**src/rtl/xor_parity_sequencer.sv**
```systemverilog
// xor_parity_sequencer
// Shares one bit-serial XOR stage among N_REQ requesters. A requester is
// granted, its word is latched, then shifted LSB-first through the XOR stage
// into an accumulator. The result is reported with a one-cycle done pulse
// together with the requester index.
//
// Build option: define XOR_SEQ_RR_EN for round-robin arbitration. Without it
// the arbiter is fixed priority (lowest index wins) and no pointer exists.
module xor_parity_sequencer #(
  parameter int N_REQ = 4,
  parameter int WIDTH = 8
) (
  input  logic                     clk,
  input  logic                     rst_n,
  input  logic [N_REQ-1:0]         req,
  input  logic [N_REQ*WIDTH-1:0]   data,
  output logic [N_REQ-1:0]         gnt,
  output logic                     busy,
  output logic                     done,
  output logic [$clog2(N_REQ)-1:0] done_id,
  output logic                     parity
);

  localparam int ID_W  = $clog2(N_REQ);
  localparam int CNT_W = $clog2(WIDTH) + 1;

  typedef enum logic [1:0] {
    S_IDLE  = 2'd0,
    S_SHIFT = 2'd1,
    S_DONE  = 2'd2
  } state_t;

  // Registered state
  state_t            state;
  logic [WIDTH-1:0]  shreg;
  logic              acc;
  logic [CNT_W-1:0]  cnt;
  logic [ID_W-1:0]   win_id;

  // Next-state values
  state_t            state_d;
  logic [WIDTH-1:0]  shreg_d;
  logic              acc_d;
  logic [CNT_W-1:0]  cnt_d;
  logic [ID_W-1:0]   win_id_d;
  logic [N_REQ-1:0]  gnt_d;
  logic              busy_d;
  logic              done_d;
  logic [ID_W-1:0]   done_id_d;
  logic              parity_d;

  // Arbiter result
  logic              arb_found;
  logic [ID_W-1:0]   arb_id;

`ifdef XOR_SEQ_RR_EN
  logic [ID_W-1:0]   rr_ptr;
  logic [ID_W-1:0]   rr_ptr_d;

  // Round-robin search: scan from the pointer, wrapping; the first high
  // request wins. Scanning downward lets the nearest index overwrite others.
  always_comb begin
    arb_found = 1'b0;
    arb_id    = '0;
    for (int k = N_REQ - 1; k >= 0; k--) begin
      if (req[(int'(rr_ptr) + k) % N_REQ]) begin
        arb_found = 1'b1;
        arb_id    = ID_W'((int'(rr_ptr) + k) % N_REQ);
      end
    end
  end
`else
  // Fixed priority: the lowest-index high request wins.
  always_comb begin
    arb_found = 1'b0;
    arb_id    = '0;
    for (int k = N_REQ - 1; k >= 0; k--) begin
      if (req[k]) begin
        arb_found = 1'b1;
        arb_id    = ID_W'(k);
      end
    end
  end
`endif

  // Next-state and next-output logic for the grant/shift/report sequence.
  always_comb begin
    // NOTE: every value gets a hold default first so no path leaves a
    // variable unassigned, which would otherwise infer a latch.
    state_d   = state;
    shreg_d   = shreg;
    acc_d     = acc;
    cnt_d     = cnt;
    win_id_d  = win_id;
    gnt_d     = gnt;
    busy_d    = busy;
    done_d    = 1'b0;
    done_id_d = done_id;
    parity_d  = parity;
`ifdef XOR_SEQ_RR_EN
    rr_ptr_d  = rr_ptr;
`endif

    unique case (state)
      S_IDLE: begin
        if (arb_found) begin
          gnt_d    = {{(N_REQ-1){1'b0}}, 1'b1} << arb_id;
          busy_d   = 1'b1;
          win_id_d = arb_id;
          shreg_d  = data[int'(arb_id)*WIDTH +: WIDTH];
          acc_d    = 1'b0;
          cnt_d    = '0;
          state_d  = S_SHIFT;
        end
      end

      S_SHIFT: begin
        acc_d   = acc ^ shreg[0];
        shreg_d = shreg >> 1;
        cnt_d   = cnt + 1'b1;
        if (cnt == CNT_W'(WIDTH - 1)) begin
          parity_d  = acc ^ shreg[0];
          done_id_d = win_id;
          done_d    = 1'b1;
          state_d   = S_DONE;
        end
      end

      S_DONE: begin
        gnt_d   = '0;
        busy_d  = 1'b0;
        state_d = S_IDLE;
`ifdef XOR_SEQ_RR_EN
        if (win_id == ID_W'(N_REQ - 1)) rr_ptr_d = '0;
        else                            rr_ptr_d = win_id + 1'b1;
`endif
      end

      default: begin
        gnt_d   = '0;
        busy_d  = 1'b0;
        state_d = S_IDLE;
      end
    endcase
  end

  // State and output registers; reset aborts any word in flight.
  always_ff @(posedge clk or negedge rst_n) begin
    // NOTE: the shift register is a small datapath register, not a memory,
    // so it is reset along with the rest to give a defined restart.
    if (!rst_n) begin
      state   <= S_IDLE;
      shreg   <= '0;
      acc     <= 1'b0;
      cnt     <= '0;
      win_id  <= '0;
      gnt     <= '0;
      busy    <= 1'b0;
      done    <= 1'b0;
      done_id <= '0;
      parity  <= 1'b0;
`ifdef XOR_SEQ_RR_EN
      rr_ptr  <= '0;
`endif
    end else begin
      // NOTE: non-blocking assignments so every register samples the
      // values from before this edge, regardless of statement order.
      state   <= state_d;
      shreg   <= shreg_d;
      acc     <= acc_d;
      cnt     <= cnt_d;
      win_id  <= win_id_d;
      gnt     <= gnt_d;
      busy    <= busy_d;
      done    <= done_d;
      done_id <= done_id_d;
      parity  <= parity_d;
`ifdef XOR_SEQ_RR_EN
      rr_ptr  <= rr_ptr_d;
`endif
    end
  end

endmodule

```
**config.mk**
```make
export PLATFORM = sky130hd
export DESIGN_NAME = xor_parity_sequencer
export DESIGN_NICKNAME = d
export VERILOG_FILES = /design/src/rtl/xor_parity_sequencer.sv
export SDC_FILE = /design/constraint.sdc
export NUM_CORES = 1
export LEC_CHECK = 0
export CAP_MARGIN = 20
export CORE_MARGIN = 2
export CORE_UTILIZATION = 45
export CTS_CLUSTER_SIZE = 14
export DETAILED_ROUTE_END_ITERATION = 12
export PLACE_DENSITY = 0.85
export SLEW_MARGIN = 10
export SYNTH_ARGS = -nofsm -noshare
export SYNTH_HDL_FRONTEND = slang
export SYNTH_SLANG_ARGS = --single-unit
```
**constraint.sdc**
```tcl
create_clock -name clk -period 2.4 [get_ports clk]
set_input_delay 0.48 -clock clk [delete_from_list [all_inputs] [get_ports clk]]
set_output_delay 0.48 -clock clk [all_outputs]
set_load 0.02 [all_outputs]
```
==> impl_metrics.tcl, run 1 <==
set metrics [dict create \
    outcome "finished, final reports clean" \
    max_cap_violations 0 \
    path_cells "clkdlybuf4s50_1" \
    power_frac_comb 0.405 \
    p_sw_frac 0.362 \
    clkPwrFrac 0.171 \
    avgViaCountPerCell 6.00 \
    cp.arrival_ps 1350 \
    cts_setup_buffers 0 \
    io_pins 47 \
    intPower_w 0.00115 \
    yosys-top-cells-count "dfrtp_1, a22oi_1, nor2_1, nand2_1, o21ai_0" \
    syn_avg_cell_area_um2 10.3 \
    post-route-period-util 0.761 \
    cp-end-kind "output pin" \
    dieArea_um2 3570 \
    wl_per_cell_um 16.0 \
    postRouteAntennaNets 0 \
    clkLatencyLatePin_ps 340 \
    setup_viol 0 \
    die_h_um 59.8 \
    peakVddDrop_uv 603 \
    cts_tree "built" \
    ys_ff_latch 26 \
    p_sw_w 0.000652 \
    yosysMostFrequentCell "dfrtp_1" \
    path_class "reg2out" \
    worstPathRequired_ps 1920 \
    core_area_um2 3000 \
    synthCells 136 \
    worst_slew_pin_slew_ps 431 \
    min_path_type "in2async" \
    synth_top_area_cell "dfrtp_1" \
    drive_above_1_share 0.110 \
    crit_slowest_cell "clkdlybuf4s50_1" \
    syn_to_final_growth_pct 37.3 \
    critPathMaxStageDelay_ps 630 \
    syn_area_um2 1400 \
    yosys_warnings 0 \
    vias 1283 \
    p_leak_nw 0.792 \
    report.final.slew_viol_count 0 \
    drt-total-wl_um 3420 \
    critPathLaunchType "flop" \
    n_fill_cell 227 \
    firstDrtPassIters 4 \
    crit_fanout 2 \
    synth_edf_count 0 \
    relSlewSlack 0.713 \
    fin_util 0.640 \
    grt_pass1_wl_um 5380 \
    power_density_nw_per_um2 936 \
    nets 221 \
    yosysSeqAreaShare 0.465 \
    tns_ps 0 \
    rows 20 \
    clk_pin_slew_ps 150 \
    gp_congestion 0.750 \
    hpwlAfterDp_um 2590 \
    layout_min_cycle_time_ps 1830 \
    ys.flop_type "dfrtp_1" \
    cts_sinks 26 \
    initial_core_util 0.466 \
    synth_top_area_frac 0.465 \
    rsz0062_at_grt "no" \
    grt_pass1_vias 1249 \
    seqPwrFrac 0.424 \
    die_w_um 59.8 \
    overflow 0 \
    port_buffers 46 \
    antenna_cells 0 \
    antenna_found_initial 0 \
    timing.fmax_ghz 0.547 \
    cp_num_buf_inv 1 \
    ctsResizeCount 0 \
    dpl.cell_count 210 \
    clockRootBuffer "clkbuf_4" \
    fin_skew_ps 6.24 \
    hold_buffers 0 \
    remaining_drc_errors 0 \
    hold_violations 0 \
    stdcell_count 214 \
    syn_nets 175 \
    track_usage 0.202 \
    power_w 0.00180 \
    cts_buffers 3 \
    synth_area_leaders "dfrtp_1, a221oi_2, a22oi_1" \
    cts_max_level 1 \
    grt_start_max_net_pins 27 \
    async_flop_share 1.00 \
    ys_types 32 \
    critical-path-top-delay-family "buffers and inverters" \
    cts_buffer_depth 2 \
    drt_first_iter_violations 46 \
]
==> area by class of cell <==
type | count | area [um^2] | area share
multi-input combinational | 98 | 674 | 0.351
sequential | 26 | 651 | 0.339
timing repair buffer | 50 | 490 | 0.255
tap | 33 | 41.3 | 0.0215
clock inverter | 1 | 30.0 | 0.0156
clock buffer | 3 | 22.5 | 0.0117
inverter | 3 | 11.3 | 0.00586
==> power by group through the flow <==
stage | clock network [W] | logic [W] | registers (W)
after floorplan | 0 | 0.000431 | 0.000791
after global placement | 0 | 0.000698 | 0.000754
after detailed placement | 0 | 0.000730 | 0.000771
after CTS | 0.000310 | 0.000735 | 0.000758
after global routing | 0.000324 | 0.000803 | 0.000783
final | 0.000308 | 0.000728 | 0.000762
==> final timing paths <==
check / start / end / slack [ps] / cells after the start
worst max-delay path: gnt[3]$_DFFE_PN0P_ / gnt[3] / 570 / 1
worst min-delay path: rst_n / done$_DFF_PN0_ / 480 / 2
worst max register to register: state[0]$_DFFE_PN0P_ / done_id[1]$_DFFE_PN0P_ / 760 / 3
worst min register to register: win_id[0]$_DFFE_PN0P_ / win_id[0]$_DFFE_PN0P_ / 500 / 2
max in group asynchronous: rst_n / gnt[2]$_DFFE_PN0P_ / 1670 / 2
min in group clk: win_id[0]$_DFFE_PN0P_ / win_id[0]$_DFFE_PN0P_ / 500 / 2
==> per-stage QoR <==
| step | instance area, um^2 | setup WS (ps) | hold WS, ps |
|---|---|---|---|
| detailed placement | 1870 | 289 | 471 |
| global placement | 1870 | 370 | 469 |
| global route | 1920 | 528 | 515 |
| floorplan | 1400 | 1090 | 184 |
| CTS | 1920 | 562 | 500 |
| finish | 1920 | 573 | 483 |
==> routing by layer <==
metal / up-vias / wire (um) / track usage
met5: - / 0 / 0
met4: 0 / 46 / 0.0698
met3: 5 / 141 / 0.0260
met2: 40 / 1870 / 0.371
met1: 645 / 1360 / 0.238
li1: 593 / - / -
==> state kept, by name, indices dropped and copies added, names as in the netlist <==
register,count
shreg,8
cnt,4
gnt,4
done_id,2
state,2
win_id,2
acc,1
busy,1
done,1
parity,1
==> cell usage in the layout, fill, tap and decap left out, types with 2 or more instances in the layout <==
master / Yosys / layout
clkdlybuf4s50_1: 0 / 46
nor3_1: 4 / 4
a21oi_1: 5 / 5
a22o_1: 8 / 8
clkbuf_4: 0 / 3
nor2_1: 11 / 11
o21ai_0: 9 / 9
mux2_2: 2 / 2
and2_1: 7 / 7
dfrtp_1: 26 / 26
and2b_1: 2 / 2
nand2_1: 10 / 10
a22oi_1: 11 / 11
a221oi_2: 7 / 7
o21ai_1: 7 / 7
buf_4: 2 / 4
inv_1: 3 / 3
==> kinds of logic (layout without fill, tap and decap cells) <==
| group | Yosys count | after routing | synth area share |
|---|---|---|---|
| flip-flops | 26 | 26 | 0.465 |
| AND/OR/NAND/NOR | 42 | 42 | 0.163 |
| multiplexers | 2 | 2 | 0.0161 |
| AO/OA/AOI/OAI | 52 | 52 | 0.288 |
| adder cells (fa/ha/maj) | 1 | 1 | 0.00894 |
| buffers and inverters | 12 | 57 | 0.0528 |
| XOR/XNOR | 1 | 1 | 0.00626 |
==> worst reg2reg max path, cell delays in order (launching register included) <==
cell and delay, ps:
dfrtp_1 600, nand2b_1 270, nor3_4 310, mux2_2 370
(Power assumes the default switching activity.)
==> run 2: changes to the inputs <==
==> constraint.sdc (replaced) <==
create_clock -name clk -period 1.8 [get_ports clk]
set_input_delay 0.36 -clock clk [delete_from_list [all_inputs] [get_ports clk]]
set_output_delay 0.36 -clock clk [all_outputs]
set_load 0.02 [all_outputs]
==> run 2 against run 1 <==
  * Via count grew 0.62%
  * Final cell count increased by 4.7%
  * Sequential share of layout area fell by 1.3 points
  * Clock power up 31%
  * Critical path type unchanged
  * Largest power group is now combinational cells
==> impl_metrics.tcl, run 2 (synthesis gave the netlist of run 1 again) <==
set metrics [dict create \
    setup_viol 0 \
    report.final.slew_viol_count 0 \
    clk_pin_slew_ps 140 \
    final_cell_mix "clkdlybuf4s50_1, dfrtp_1, buf_4, nor2_1, a22oi_1" \
    stdcell_count 224 \
    critPathLaunchType "flop" \
    grt_pass1_vias 1310 \
    port_buffers 46 \
    path_class "reg2out" \
    antenna_cells 0 \
    place_ws_ps -179 \
    reg_top3 "shreg: 8 flops, cnt: 4 flops, gnt: 4 flops" \
    reg2reg_depth 5 \
    peakVddDrop_uv 711 \
    cts_buffer_depth 2 \
    cts_buffers 3 \
    max_cap_violations 0 \
    critPathMaxStageDelay_ps 630 \
    regMostFlops "shreg" \
    vias 1291 \
    initial_core_util 0.466 \
    avgViaCountPerCell 5.76 \
    clockRootBuffer "clkbuf_4" \
    hold_violations 0 \
    final_common_cell "clkdlybuf4s50_1" \
    largest_register_ff_count 8 \
    cts_setup_buffers 0 \
    die_w_um 59.8 \
    rsz0062_at_grt "no" \
    cts_tree "built" \
    syn_to_final_growth_pct 42.7 \
    core_area_um2 3000 \
    outcome "finished, final reports clean" \
    cp.arrival_ps 1350 \
    crit_slowest_cell "clkdlybuf4s50_1" \
    ctsResizeCount 0 \
    cp-end-kind "output pin" \
    nets 231 \
    timing.fmax_ghz 0.584 \
    wl_per_cell_um 15.3 \
    path_cells "clkdlybuf4s50_1" \
    cp_num_buf_inv 1 \
    rows 20 \
    critical-path-top-delay-family "buffers and inverters" \
    antenna_found_initial 0 \
    final.setup.worst_slack_ps 87.5 \
    dpl.cell_count 220 \
    min_path_type "in2async" \
    fin_hold_ws_ps 374 \
    power_density_nw_per_um2 1220 \
    worst_slew_pin_slew_ps 437 \
    register_area_um2 651 \
    remaining_drc_errors 0 \
    grt_pass1_wl_um 5620 \
    n_fill_cell 234 \
    post-route-period-util 0.951 \
    hpwlAfterDp_um 2710 \
    overflow 0 \
    clkLatencyLatePin_ps 330 \
    track_usage 0.209 \
    postRouteAntennaNets 0 \
    gp_congestion 0.760 \
    multi_input_comb_area_um2 674 \
    die_h_um 59.8 \
    firstDrtPassIters 4 \
    fin_area_um2 2000 \
    place_area_um2 1940 \
    tns_ps 0 \
    crit_cells 1 \
    cts_max_level 1 \
    drive_above_1_share 0.157 \
    grt_start_max_net_pins 27 \
    dieArea_um2 3570 \
    fin_skew_ps 7.44 \
    worstPathRequired_ps 1440 \
    io_pins 47 \
    hold_buffers 0 \
    drt-total-wl_um 3440 \
    crit_fanout 3 \
    cts_sinks 26 \
    layout_min_cycle_time_ps 1710 \
    p_leak_nw 0.842 \
    drt_first_iter_violations 51 \
    relSlewSlack 0.708 \
]
## run 2: cell count changes in the layout (fill, tap and decap cells not counted), sizes merged
cell  previous run  this run
buf              4        14
## run 2: per-stage QoR
| stage | power [W] | utilization |
|---|---|---|
| 2_1_floorplan | 0.00163 | - |
| 3_3_place_gp | 0.00198 | 0.647 |
| 3_5_place_dp | 0.00204 | 0.647 |
| 4_1_cts | 0.00244 | 0.665 |
| 5_1_grt | 0.00260 | 0.665 |
| 6_report | 0.00243 | 0.665 |
## run 2: path summary, 6_finish.rpt
kind                                              end  slack, ps                   from
worst max-delay path                           gnt[2]         90     gnt[2]$_DFFE_PN0P_
worst min-delay path             state[1]$_DFFE_PN0P_        370                  rst_n
worst max register to register     cnt[3]$_DFFE_PN0P_        310   state[1]$_DFFE_PN0P_
worst min register to register  win_id[0]$_DFFE_PN0P_        510  win_id[0]$_DFFE_PN0P_
max in group asynchronous          gnt[2]$_DFFE_PN0P_       1180                  rst_n
min in group clk                win_id[0]$_DFFE_PN0P_        510  win_id[0]$_DFFE_PN0P_
## run 2: area by class of cell
| type | instances | share of cell area |
|---|---|---|
| Clock buffer | 3 | 0.0113 |
| Tap cell | 33 | 0.0207 |
| Timing Repair Buffer | 60 | 0.283 |
| Multi-Input combinational cell | 98 | 0.338 |
| Sequential cell | 26 | 0.326 |
| Inverter | 3 | 0.00564 |
| Clock inverter | 1 | 0.0150 |
## run 2: per-layer routing
metal  up-vias  share of wire  track usage
met2        55           0.52        0.365
met5         -              0            0
li1        620              -            -
met4         0          0.023       0.0952
met3         7          0.050       0.0195
met1       609           0.41        0.258
## run 2: where the power goes
part,leakage (nW),internal [W],switching [W]
logic,0.489,0.000512,0.000527
registers,0.326,0.000822,0.000163
clock network,0.0279,0.000226,0.000176
total,0.842,0.00156,0.000866
==> run 3: changes to the inputs <==
--- a/config.mk
+++ b/config.mk
@@ -8,7 +8,6 @@
 export CAP_MARGIN = 20
 export CORE_MARGIN = 2
 export CORE_UTILIZATION = 45
-export CTS_CLUSTER_SIZE = 14
 export DETAILED_ROUTE_END_ITERATION = 12
 export PLACE_DENSITY = 0.85
 export SLEW_MARGIN = 10
==> constraint.sdc (replaced) <==
create_clock -name clk -period 1.9 [get_ports clk]
set_input_delay 0.38 -clock clk [delete_from_list [all_inputs] [get_ports clk]]
set_output_delay 0.38 -clock clk [all_outputs]
set_load 0.02 [all_outputs]
==> run 3 against run 2 <==
  * Setup slack gained 89 ps
  * Worst hold slack gained 27 ps
  * Largest power group is now sequential cells
  * Sequential share of layout area grew 0.52 points
  * Via count grew 1.1%
  * Die area is the same
  * Critical path depth is the same
  * Critical endpoint unchanged
  * Register-to-register slack lost 40 ps
==> impl_metrics.tcl, run 3 (synthesis gave the netlist of run 1 again) <==
set metrics [dict create \
    clk_pin_slew_ps 130 \
    hold_buffers 0 \
    track_usage 0.201 \
    stdcell_count 222 \
    die_h_um 59.8 \
    critical-path-top-delay-family "buffers and inverters" \
    register_area_um2 651 \
    initial_core_util 0.466 \
    largest_register_ff_count 8 \
    crit_slowest_cell "clkdlybuf4s50_1" \
    remaining_drc_errors 0 \
    cp_num_buf_inv 1 \
    die_w_um 59.8 \
    cts_tree "built" \
    nets 229 \
    regMostFlops "shreg" \
    syn_to_final_growth_pct 40.4 \
    place_area_um2 1930 \
    tns_ps 0 \
    fin_area_um2 1960 \
    worst_slew_pin_slew_ps 448 \
    rsz0062_at_grt "no" \
    critPathMaxStageDelay_ps 620 \
    final_cell_mix "clkdlybuf4s50_1, dfrtp_1, buf_4, nor2_1, a22oi_1" \
    layout_min_cycle_time_ps 1720 \
    reg_top3 "shreg: 8 flops, cnt: 4 flops, gnt: 4 flops" \
    dieArea_um2 3570 \
    hold_violations 0 \
    postRouteAntennaNets 0 \
    drt_first_iter_violations 49 \
    relSlewSlack 0.701 \
    report.final.slew_viol_count 0 \
    p_leak_nw 0.826 \
    gp_congestion 0.755 \
    grt_pass1_wl_um 5400 \
    fin_hold_ws_ps 401 \
    critPathLaunchType "flop" \
    cts_buffers 3 \
    timing.fmax_ghz 0.580 \
    grt_pass1_vias 1252 \
    cts_max_level 1 \
    wl_per_cell_um 15.2 \
    cp-end-kind "output pin" \
    min_path_type "in2async" \
    path_cells "clkdlybuf4s50_1" \
    clkLatencyLatePin_ps 330 \
    path_class "reg2out" \
    cts_buffer_depth 2 \
    grt_start_max_net_pins 27 \
    clockRootBuffer "clkbuf_4" \
    crit_fanout 3 \
    n_fill_cell 233 \
    power_density_nw_per_um2 1110 \
    outcome "finished, final reports clean" \
    power_w 0.00218 \
    peakVddDrop_uv 636 \
    avgViaCountPerCell 5.88 \
    rows 20 \
    final_common_cell "clkdlybuf4s50_1" \
    io_pins 47 \
    multi_input_comb_area_um2 674 \
    drt-total-wl_um 3370 \
    ctsResizeCount 0 \
    drive_above_1_share 0.148 \
    cp.arrival_ps 1340 \
    setup_viol 0 \
    worstPathRequired_ps 1520 \
    antenna_found_initial 0 \
    cts_setup_buffers 0 \
    core_area_um2 3000 \
    fin_skew_ps 4.24 \
    hpwlAfterDp_um 2630 \
    max_cap_violations 0 \
    post-route-period-util 0.907 \
    r2r_slack_ps 270 \
    vias 1305 \
    antenna_cells 0 \
    cts_sinks 26 \
    overflow 0 \
    dpl.cell_count 218 \
    port_buffers 46 \
    firstDrtPassIters 4 \
]
run 3: changes by cell type in the layout (fill, tap and decap cells not counted), sizes merged:
| cell | change |
|---|---|
| bufinv | -1 |
| clkbuf | +1 |
| buf | -2 |
run 3: area by class of cell:
type                       count  share of cell area
timing repair buffer          58               0.280
inverter                       3             0.00573
clock buffer                   4              0.0185
tap                           33              0.0210
sequential                    26               0.331
multi-input combinational     98               0.343
run 3: where the power goes:
group          switching, W  internal [W]  leakage, nW  total (W)
Combinational      0.000461      0.000472        0.479   0.000933
Clock              0.000165      0.000118       0.0210   0.000282
Sequential         0.000182      0.000779        0.326   0.000960
Total              0.000808       0.00137        0.826    0.00218
run 3: routing by layer:
metal  track usage  routed length [um]  vias to the layer above  share of wire
li1              -                   -                      616              -
met1         0.252                1380                      628           0.41
met2         0.332                1720                       54           0.51
met3        0.0281                 196                        7          0.058
met4         0.111                  68                        0          0.020
met5             0                   0                        -              0
run 3: metrics by stage:
stage	setup slack, ps	utilization
2_1_floorplan	607	-
3_3_place_gp	-3.39	0.642
6_report	177	0.654
3_5_place_dp	-70.9	0.642
4_1_cts	161	0.654
5_1_grt	128	0.654
run 3: worst paths after layout:
path / to / cells after the start / start
hold / removal: done$_DFF_PN0_ / 2 / rst_n
max in group asynchronous: gnt[3]$_DFFE_PN0P_ / 2 / rst_n
setup reg to reg: done_id[1]$_DFFE_PN0P_ / 3 / state[0]$_DFFE_PN0P_
setup / recovery: gnt[2] / 1 / gnt[2]$_DFFE_PN0P_
hold reg to reg: win_id[0]$_DFFE_PN0P_ / 2 / win_id[0]$_DFFE_PN0P_
min in group clk: win_id[0]$_DFFE_PN0P_ / 2 / win_id[0]$_DFFE_PN0P_
